## src/rtl/prod_accum_pkg.sv

```systemverilog
// rtl/prod_accum_pkg.sv - shared types and saturating adder for prod_accum
// Contents:
//   pa_state_e     FSM state encoding (IDLE, ACCUM, HOLD)
//   ACC_MAX_WIDTH  widest accumulator the adder helper supports
//   sat_add()      unsigned add clamped to an all-ones value of a given width
package prod_accum_pkg;

  typedef enum logic [1:0] {
    IDLE  = 2'd0,
    ACCUM = 2'd1,
    HOLD  = 2'd2
  } pa_state_e;

  localparam int unsigned ACC_MAX_WIDTH = 32;

  // Returns {carry, sum}. Operands are zero-extended accumulator-width values;
  // when their true sum exceeds 2**width-1 the sum clamps to all-ones of that
  // width and the carry bit reports the saturation.
  function automatic logic [ACC_MAX_WIDTH:0] sat_add(
    input logic [ACC_MAX_WIDTH-1:0] a,
    input logic [ACC_MAX_WIDTH-1:0] b,
    input int unsigned              width
  );
    logic [ACC_MAX_WIDTH:0] one;
    logic [ACC_MAX_WIDTH:0] max_val;
    logic [ACC_MAX_WIDTH:0] full;
    one     = {{ACC_MAX_WIDTH{1'b0}}, 1'b1};
    max_val = (one << width) - one;
    full    = {1'b0, a} + {1'b0, b};
    if (full > max_val) begin
      return {1'b1, max_val[ACC_MAX_WIDTH-1:0]};
    end
    return {1'b0, full[ACC_MAX_WIDTH-1:0]};
  endfunction

endpackage

```

## src/rtl/prod_accum_if.sv

```systemverilog
// rtl/prod_accum_if.sv - product-in / sum-out handshake bundle for prod_accum
// Signals:
//   in_valid, in_data, in_ready         product beats toward the accumulator
//   sum_valid, sum_data, sum_ovf,
//   sum_ready                           completed sums from the accumulator
// Modports:
//   slave   the accumulator side
//   master  the producer / consumer environment side
interface prod_accum_if #(
  parameter int RESULT_WIDTH = 16,
  parameter int ACC_WIDTH    = 24
);

  logic                    in_valid;
  logic [RESULT_WIDTH-1:0] in_data;
  logic                    in_ready;

  logic                    sum_valid;
  logic [ACC_WIDTH-1:0]    sum_data;
  logic                    sum_ovf;
  logic                    sum_ready;

  modport master (
    output in_valid, in_data, sum_ready,
    input  in_ready, sum_valid, sum_data, sum_ovf
  );

  modport slave (
    input  in_valid, in_data, sum_ready,
    output in_ready, sum_valid, sum_data, sum_ovf
  );

endinterface

```

## src/rtl/prod_accum.sv

```systemverilog
// rtl/prod_accum.sv - sums BLOCK_LEN products into one saturating total
// Ports:
//   clk          clock, rising edge
//   rst_n        asynchronous active-low reset
//   clear        synchronous flush of partial sum and any pending output
//   bus (slave)  in_valid/in_data/in_ready product beats in;
//                sum_valid/sum_data/sum_ovf/sum_ready completed sums out
//   blocks_done  count of sums handed off, wraps 0xFFFF -> 0
module prod_accum
  import prod_accum_pkg::*;
#(
  parameter int  RESULT_WIDTH = 16,
  parameter int  ACC_WIDTH    = 24,
  parameter int  BLOCK_LEN    = 4,
  localparam int CNT_WIDTH    = $clog2(BLOCK_LEN + 1)
) (
  input  logic         clk,
  input  logic         rst_n,
  input  logic         clear,
  prod_accum_if.slave  bus,
  output logic [15:0]  blocks_done
);

  if (ACC_WIDTH < RESULT_WIDTH) begin : g_chk_width
    $error("prod_accum: ACC_WIDTH must be >= RESULT_WIDTH");
  end
  if (ACC_WIDTH > ACC_MAX_WIDTH) begin : g_chk_max_width
    $error("prod_accum: ACC_WIDTH exceeds the sat_add helper width");
  end
  if (BLOCK_LEN < 1 || BLOCK_LEN > 255) begin : g_chk_len
    $error("prod_accum: BLOCK_LEN must be in 1..255");
  end

  localparam logic [CNT_WIDTH-1:0] LAST_CNT = CNT_WIDTH'(BLOCK_LEN);

  pa_state_e               state;
  logic [ACC_WIDTH-1:0]    acc;
  logic [CNT_WIDTH-1:0]    cnt;
  logic                    ovf;

  logic                    beat;
  logic [ACC_MAX_WIDTH:0]  add_res;
  logic [ACC_WIDTH-1:0]    acc_sum;
  logic                    sum_carry;
  logic [CNT_WIDTH-1:0]    cnt_inc;
  logic [ACC_WIDTH-1:0]    in_ext;

  // in_ready is a registered copy of (state != HOLD), so the beat qualifier
  // never depends combinationally on anything downstream.
  assign beat = bus.in_valid & bus.in_ready;

  always_comb begin
    add_res   = sat_add(ACC_MAX_WIDTH'(acc), ACC_MAX_WIDTH'(bus.in_data), ACC_WIDTH);
    acc_sum   = ACC_WIDTH'(add_res);
    sum_carry = add_res[ACC_MAX_WIDTH];
    cnt_inc   = cnt + CNT_WIDTH'(1);
    in_ext    = ACC_WIDTH'(bus.in_data);
  end

  // sum_data/sum_ovf are loaded with the same next-state values as acc/ovf on
  // the closing beat and zeroed on hand-off, so they read 0 outside HOLD.
  always_ff @(posedge clk or negedge rst_n) begin
    if (!rst_n) begin
      state         <= IDLE;
      acc           <= '0;
      cnt           <= '0;
      ovf           <= 1'b0;
      bus.in_ready  <= 1'b1;
      bus.sum_valid <= 1'b0;
      bus.sum_data  <= '0;
      bus.sum_ovf   <= 1'b0;
      blocks_done   <= '0;
    end else if (clear) begin
      state         <= IDLE;
      acc           <= '0;
      cnt           <= '0;
      ovf           <= 1'b0;
      bus.in_ready  <= 1'b1;
      bus.sum_valid <= 1'b0;
      bus.sum_data  <= '0;
      bus.sum_ovf   <= 1'b0;
    end else begin
      case (state)
        IDLE: begin
          if (beat) begin
            acc <= in_ext;
            cnt <= CNT_WIDTH'(1);
            ovf <= 1'b0;
            if (BLOCK_LEN == 1) begin
              state         <= HOLD;
              bus.in_ready  <= 1'b0;
              bus.sum_valid <= 1'b1;
              bus.sum_data  <= in_ext;
              bus.sum_ovf   <= 1'b0;
            end else begin
              state <= ACCUM;
            end
          end
        end

        ACCUM: begin
          if (beat) begin
            acc <= acc_sum;
            cnt <= cnt_inc;
            ovf <= ovf | sum_carry;
            if (cnt_inc == LAST_CNT) begin
              state         <= HOLD;
              bus.in_ready  <= 1'b0;
              bus.sum_valid <= 1'b1;
              bus.sum_data  <= acc_sum;
              bus.sum_ovf   <= ovf | sum_carry;
            end
          end
        end

        HOLD: begin
          if (bus.sum_ready) begin
            state         <= IDLE;
            bus.in_ready  <= 1'b1;
            bus.sum_valid <= 1'b0;
            bus.sum_data  <= '0;
            bus.sum_ovf   <= 1'b0;
            blocks_done   <= blocks_done + 16'd1;
          end
        end

        default: begin
          state         <= IDLE;
          bus.in_ready  <= 1'b1;
          bus.sum_valid <= 1'b0;
          bus.sum_data  <= '0;
          bus.sum_ovf   <= 1'b0;
        end
      endcase
    end
  end

endmodule

```

## src/flat_wrapper.sv

```systemverilog
// flat-port wrapper written by rule: the top's interface ports become plain ports
module prod_accum_flat import prod_accum_pkg::*;
#(
  parameter int  RESULT_WIDTH = 16,
  parameter int  ACC_WIDTH    = 24,
  parameter int  BLOCK_LEN    = 4,
  localparam int CNT_WIDTH    = $clog2(BLOCK_LEN + 1)
)
  (clk, rst_n, clear, blocks_done, bus_in_valid, bus_in_data, bus_sum_ready, bus_in_ready, bus_sum_valid, bus_sum_data, bus_sum_ovf);
  prod_accum_if #(.RESULT_WIDTH(RESULT_WIDTH), .ACC_WIDTH(ACC_WIDTH)) bus_i ();
  input  logic clk;
  input  logic rst_n;
  input  logic clear;
  output logic [15:0] blocks_done;
  input wire logic [$bits(bus_i.in_valid)-1:0] bus_in_valid;
  input wire logic [$bits(bus_i.in_data)-1:0] bus_in_data;
  input wire logic [$bits(bus_i.sum_ready)-1:0] bus_sum_ready;
  output wire logic [$bits(bus_i.in_ready)-1:0] bus_in_ready;
  output wire logic [$bits(bus_i.sum_valid)-1:0] bus_sum_valid;
  output wire logic [$bits(bus_i.sum_data)-1:0] bus_sum_data;
  output wire logic [$bits(bus_i.sum_ovf)-1:0] bus_sum_ovf;
  assign bus_i.in_valid = bus_in_valid;
  assign bus_i.in_data = bus_in_data;
  assign bus_i.sum_ready = bus_sum_ready;
  assign bus_in_ready = bus_i.in_ready;
  assign bus_sum_valid = bus_i.sum_valid;
  assign bus_sum_data = bus_i.sum_data;
  assign bus_sum_ovf = bus_i.sum_ovf;
  prod_accum #(.RESULT_WIDTH(RESULT_WIDTH), .ACC_WIDTH(ACC_WIDTH), .BLOCK_LEN(BLOCK_LEN)) u_core (.clk(clk), .rst_n(rst_n), .clear(clear), .bus(bus_i), .blocks_done(blocks_done));
endmodule
```

## config.mk

```make
export PLATFORM = sky130hd
export DESIGN_NAME = prod_accum_flat
export DESIGN_NICKNAME = d
export VERILOG_FILES = /design/src/rtl/prod_accum_pkg.sv /design/src/rtl/prod_accum_if.sv /design/src/rtl/prod_accum.sv /design/src/flat_wrapper.sv
export SDC_FILE = /design/constraint.sdc
export NUM_CORES = 1
export LEC_CHECK = 0
export ABC_AREA = 1
export CELL_PAD_IN_SITES_DETAIL_PLACEMENT = 1
export CELL_PAD_IN_SITES_GLOBAL_PLACEMENT = 1
export CORE_MARGIN = 2
export CORE_UTILIZATION = 35
export CTS_BUF_LIST = sky130_fd_sc_hd__clkbuf_8
export DETAILED_ROUTE_END_ITERATION = 12
export GPL_ROUTABILITY_DRIVEN = 0
export PLACE_DENSITY = 0.75
export SYNTH_ARGS = -nofsm -noshare
export SYNTH_HDL_FRONTEND = slang
export SYNTH_SLANG_ARGS = --single-unit
```

## constraint.sdc

```tcl
create_clock -name clk -period 1.9 [get_ports clk]
set_clock_uncertainty 0.05 [all_clocks]
set_input_delay 0.38 -clock clk [delete_from_list [all_inputs] [get_ports clk]]
set_output_delay 0.38 -clock clk [all_outputs]
set_load 0.02 [all_outputs]
```

Word level (Yosys, flattened, before mapping) --
Cells that the tools add are included.
Word-level totals: register bits 73, input port bits 21, output and inout bits 43, word-level logic and storage cells 70
Operators by class: add/sub/neg operators 3, order comparisons 1, equal/unequal tests 8, muxes and demuxes 40, bitwise logic cells 3, reduce and logical (&&, ||, !) cells 6
Operators with widths (number):
- $mux 24 | 7
- $pmux 24 s3 | 1
- $mux 33 | 2
- $pmux 24 s2 | 1
- $gt 33x24->1 const B | 1
- $add 24x16->25 | 1
- $add 16x1->16 const B | 1
- $mux 1 | 15
- $mux 2 | 5
- $mux 3 | 3
- $ne 3x2->1 const B | 3
- $pmux 1 s3 | 3
- $reduce_and 4->1 | 2
- $pmux 2 s3 | 1
- $pmux 3 s2 | 1
- $reduce_and 3->1 | 2
- $add 3x1->3 const B | 1
- $eq 3x3->1 const B | 1
- $ne 3x3->1 const B | 1
- $reduce_bool 3->1 | 1
- $eq 2x1->1 const B | 1
- $eq 2x2->1 const B | 1
- $logic_not 2->1 | 1
- $ne 2x2->1 const B | 1
- 4 further kinds | 4

Depth between registers and ports, before layout --
depth after elaboration 9, gate-level depth with buffers 15, mapped depth without buffers 15

Worst setup path after synthesis --
OpenSTA, ideal clock, no wires.
kind input to register, from in bus_in_data[0], to reg u_core.bus.sum_data[17], setup time 0.065 ns, arrival 1.898 ns, required time 1.785 ns, setup slack -0.113 ns, stages on the path 13, buffers on the path 1, path through ha_1 > inv_1 > fa_1 > o21ai_2 > nand3_1 > nand2_2 > nand2_2 > nand2_4 > nand2_4 > buf_6 > nand3_1 > nand3_1 > nand2_1
On the way: cells in the longest elaborated chain, start to end 8
Ends and longest elaborated chain:
- start, declared | line flat_wrapper.sv:16 | input wire logic [$bits(bus_i.in_data)-1:0] bus_in_data;
- $add 24x16->25 (*) | line prod_accum_pkg.sv:29 | full = {1'b0, a} + {1'b0, b};
- $gt 33x24->1 | line prod_accum_pkg.sv:30 | if (full > max_val) begin
- $mux 1 | line prod_accum_pkg.sv:30
- $mux 33 (*) | line prod_accum_pkg.sv:33 | return {1'b0, full[ACC_MAX_WIDTH-1:0]};
- $mux 24 (*) | line prod_accum.sv:106 | if (cnt_inc == LAST_CNT) begin
- $mux 24 (*) | line prod_accum.sv:102 | if (beat) begin
- $pmux 24 s3 (*) | line prod_accum.sv:83 | case (state)
- $mux 24 (*) | line prod_accum.sv:73 | end else if (clear) begin
- end signal, assigned | line prod_accum.sv:93 | bus.sum_data <= in_ext;
- end signal, assigned | line prod_accum.sv:110 | bus.sum_data <= acc_sum;
- end, declared | line prod_accum_if.sv:30 | output in_ready, sum_valid, sum_data, sum_ovf
Every way passes the cells marked *; elsewhere a longest branch is shown, timed or not. The select of a mux whose other input is x is not followed. A chain may end at the register's enable or synchronous reset.

Worst setup path after layout --
from reg u_core.acc[0], to reg u_core.acc[0]
On the way: cells in the longest elaborated chain, start to end 7
Ends and longest elaborated chain:
- start, declared | line prod_accum.sv:37 | logic [ACC_WIDTH-1:0] acc;
- start signal, assigned | line prod_accum.sv:86 | acc <= in_ext;
- start signal, assigned | line prod_accum.sv:103 | acc <= acc_sum;
- $add 24x16->25 (*) | line prod_accum_pkg.sv:29
- $gt 33x24->1 | line prod_accum_pkg.sv:30
- $mux 1 | line prod_accum_pkg.sv:30
- $mux 33 (*) | line prod_accum_pkg.sv:33
- $mux 24 (*) | line prod_accum.sv:102
- $pmux 24 s2 (*) | line prod_accum.sv:83
- $mux 24 (*) | line prod_accum.sv:73
Marked as above.

==> impl_metrics.json <==
{
  "critPathRequiredTime_ns": 2.15,
  "synth_top_family_by_area": "simple AND/OR/NAND/NOR gates",
  "fin_cells": 1053,
  "synth_compound_area_share_pct": 6.17,
  "overflow": 0,
  "synth_fa_ha_area_share_pct": 5.31,
  "diodes": 0,
  "post_synth_xor_area_fraction_pct": 4.15,
  "setup_violations": 50,
  "root_buffer": "clkbuf_8",
  "max_slew_margin_pct": 65.5,
  "tightest_slew_ns": 0.516,
  "antenna_found_initial": 0,
  "peakVddDrop_uv": 609,
  "hpwl_mm": 12.6,
  "r2r_start": "u_core.acc[0]$_DFFE_PN0P_",
  "min-delay-start": "bus_in_data[6]",
  "routed_wl_mm": 19.1,
  "cts_max_level": 3,
  "cap_violations": 0,
  "r2r_cells": 13,
  "initial_core_util_pct": 35.3,
  "start_kind": "flop",
  "worst_slack_ns": -0.248,
  "hold_viol": 0,
  "tritoncts": "done",
  "cp_max_fo": 3,
  "grt_use_total_pct": 23.4,
  "dieHeight_um": 122,
  "ys_seq_area_share_pct": 37.7,
  "stdcell_area_um2": 7400,
  "synth.area.top_cells": "dfrtp_1 (37%), nand2_1 (22%), inv_1 (6.5%)",
  "synthDominantCellAreaShare_pct": 37.2,
  "dpl_cell_area_um2": 6290,
  "yosysUniqueCellTypes": 36,
  "finalCritPeriodShare_pct": 113,
  "synth_simple_gate_area_share_pct": 37.7,
  "yosys_register_bits": 73,
  "path_class": "flop to flop",
  "antenna_left": 0,
  "met1_usage_pct": 27.5,
  "fmax_ghz": 0.466,
  "cp-end-kind": "flop",
  "port_buffers": 63,
  "met3_usage_pct": 4.21,
  "final_nets": 910,
  "status": "finished, violations left",
  "die_w_um": 122,
  "post_drt_wl_per_cell_um": 18.2,
  "io_pins": 64,
  "syn-num-nets": 741,
  "dr.pass1.iters": 6,
  "dr_total_vias": 5359,
  "final_cell_mix": "nand2_1 (255), buf_4 (95), inv_1 (81)",
  "grt_pass1_vias": 5526,
  "drc": 0,
  "avgSynthCellArea_um2": 6.93,
  "avgViaCountPerCell": 5.09,
  "place_inst": 1012,
  "min_period_ns": 2.15,
  "syn_area_um2": 4850,
  "ff2ff_setup_slack_ns": -0.25,
  "grt_max_degree": 29,
  "hold_path.class": "input pin to flop",
  "clkLatencyLatePin_ns": 0.38,
  "yosys_warnings": 0,
  "holdPathStages": 3,
  "numCtsBuffers": 9,
  "syn_inst": 700,
  "cts_sinks": 73,
  "muxShareOfSynthArea_pct": 0,
  "violations": "setup timing",
  "drive_gt1_share_pct": 29.8,
  "min_to": "u_core.acc[6]$_DFFE_PN0P_",
  "synth_area_leader_cell": "dfrtp_1",
  "grt_pass1_wl_mm": 27.1,
  "drt_iter0_drc": 246,
  "row_count": 43,
  "power_mw": 9.09,
  "timing.rr.end": "u_core.acc[0]$_DFFE_PN0P_",
  "pwr_density_cell_nw_per_um2": 1230,
  "busiest_layer": "met2",
  "clk_path_buf_depth": 2,
  "final_common_cell": "nand2_1",
  "grt_use_met2_pct": 42.8,
  "core_area_um2": 13700,
  "syn2layout_area_growth_pct": 52.6,
  "arrival_ns": 2.40,
  "dieArea_um2": 14800,
  "slew_viol_final": 0,
  "clk_pin_slew_ns": 0.09,
  "grt_setup_unrepaired": "true",
  "p_leak_nw": 3.92
}
## worst max-delay path, stage by stage (launching register included)
cell     delay (ns)
dfrtp_1        0.40
ha_4           0.16
inv_2          0.03
fa_2           0.34
o21ai_2        0.16
nand3_2        0.12
nand2_4        0.12
buf_4          0.12
buf_6          0.09
nand3_4        0.06
o21ai_4        0.10
buf_6          0.15
nor3_2         0.04
o21ai_1        0.14
## sequential cells by signal, summed over array words and instances, names as in the netlist
signal,cells
u_core.bus.sum_ovf,1
u_core.blocks_done,16
u_core.bus.in_ready,1
u_core.cnt,3
u_core.state,2
u_core.bus.sum_data,24
u_core.ovf,1
u_core.acc,24
u_core.bus.sum_valid,1
## per-stage QoR
stage | util, % | setup WS, ns | hold slack [ns] | setup TNS (ns)
6_report | 53.9 | -0.248 | 0.349 | -9.42
3_5_place_dp | 45.9 | -0.896 | 0.252 | -43.51
4_1_cts | 49.2 | -0.285 | 0.369 | -10.95
5_1_grt | 53.9 | -0.356 | 0.378 | -14.54
3_3_place_gp | 45.9 | -0.819 | 0.248 | -38.54
2_1_floorplan | - | -0.00160 | 0.0344 | -0.00633
## worst max-delay path by stage
stage,start,to,slack (ns),depth (start not counted)
5_1_grt,u_core.acc[0]$_DFFE_PN0P_,u_core.acc[12]$_DFFE_PN0P_,-0.36,14
2_1_floorplan,bus_in_data[0],u_core.acc[5]$_DFFE_PN0P_,-0.002,13
3_3_place_gp,bus_in_data[0],u_core.acc[2]$_DFFE_PN0P_,-0.82,13
3_5_place_dp,bus_in_data[0],u_core.acc[2]$_DFFE_PN0P_,-0.90,13
6_report,u_core.acc[0]$_DFFE_PN0P_,u_core.acc[0]$_DFFE_PN0P_,-0.25,13
4_1_cts,u_core.acc[0]$_DFFE_PN0P_,u_core.acc[2]$_DFFE_PN0P_,-0.29,12
## repair_timing
action,4_1_cts,5_1_grt
setup buffers,4,19
pin swaps,12,36
hold endpoints to repair,20,0
hold buffers,1,0
cloned,0,2
endpoints found under the setup margin,61,57
resized for setup,61,101
## kinds of logic (layout without fill, tap and decap cells)
logic type               after synthesis  after routing
buffers and inverters                105            276
AO/OA/AOI/OAI                         54             54
XOR/XNOR                              23             23
AND/OR/NAND/NOR                      425            427
flip-flops                            73             73
adder cells (fa/ha/maj)               20             20
## Yosys cell counts (all sizes together)
| cell | n |
|---|---|
| o21ai | 39 |
| nor2 | 54 |
| and2 | 2 |
| dfrtp | 72 |
| o21a | 1 |
| a21oi | 14 |
| xor2 | 8 |
| clkbuf | 4 |
| buf | 10 |
| dfstp | 1 |
| nand2 | 297 |
| nand3b | 3 |
| nand3 | 50 |
| nor3 | 8 |
| nand4 | 10 |
| nor4 | 1 |
| ha | 19 |
| fa | 1 |
| inv | 91 |
| xnor2 | 15 |
## per-layer routing
layer | part of all wire (%) | routed length, µm
met5 | 0 | 0
met4 | 3.5 | 671
met3 | 4.6 | 881
met2 | 52 | 9970
met1 | 40 | 7590
## area by class of cell
class / count / area (µm²)
clock buffer: 11 / 151
clock inverter: 4 / 76.3
fill: 1706 / 6320
inverter: 91 / 354
multi-input combinational: 524 / 3230
sequential: 73 / 1830
tap: 180 / 225
timing repair buffer: 170 / 1530
## where the power goes
part | internal [mW] | total [mW] | switching (mW)
clock | 0.807 | 1.46 | 0.652
sequential | 1.91 | 2.22 | 0.309
combinational | 2.27 | 5.40 | 3.14
total | 4.99 | 9.09 | 4.10
(Power assumes the default switching activity.)
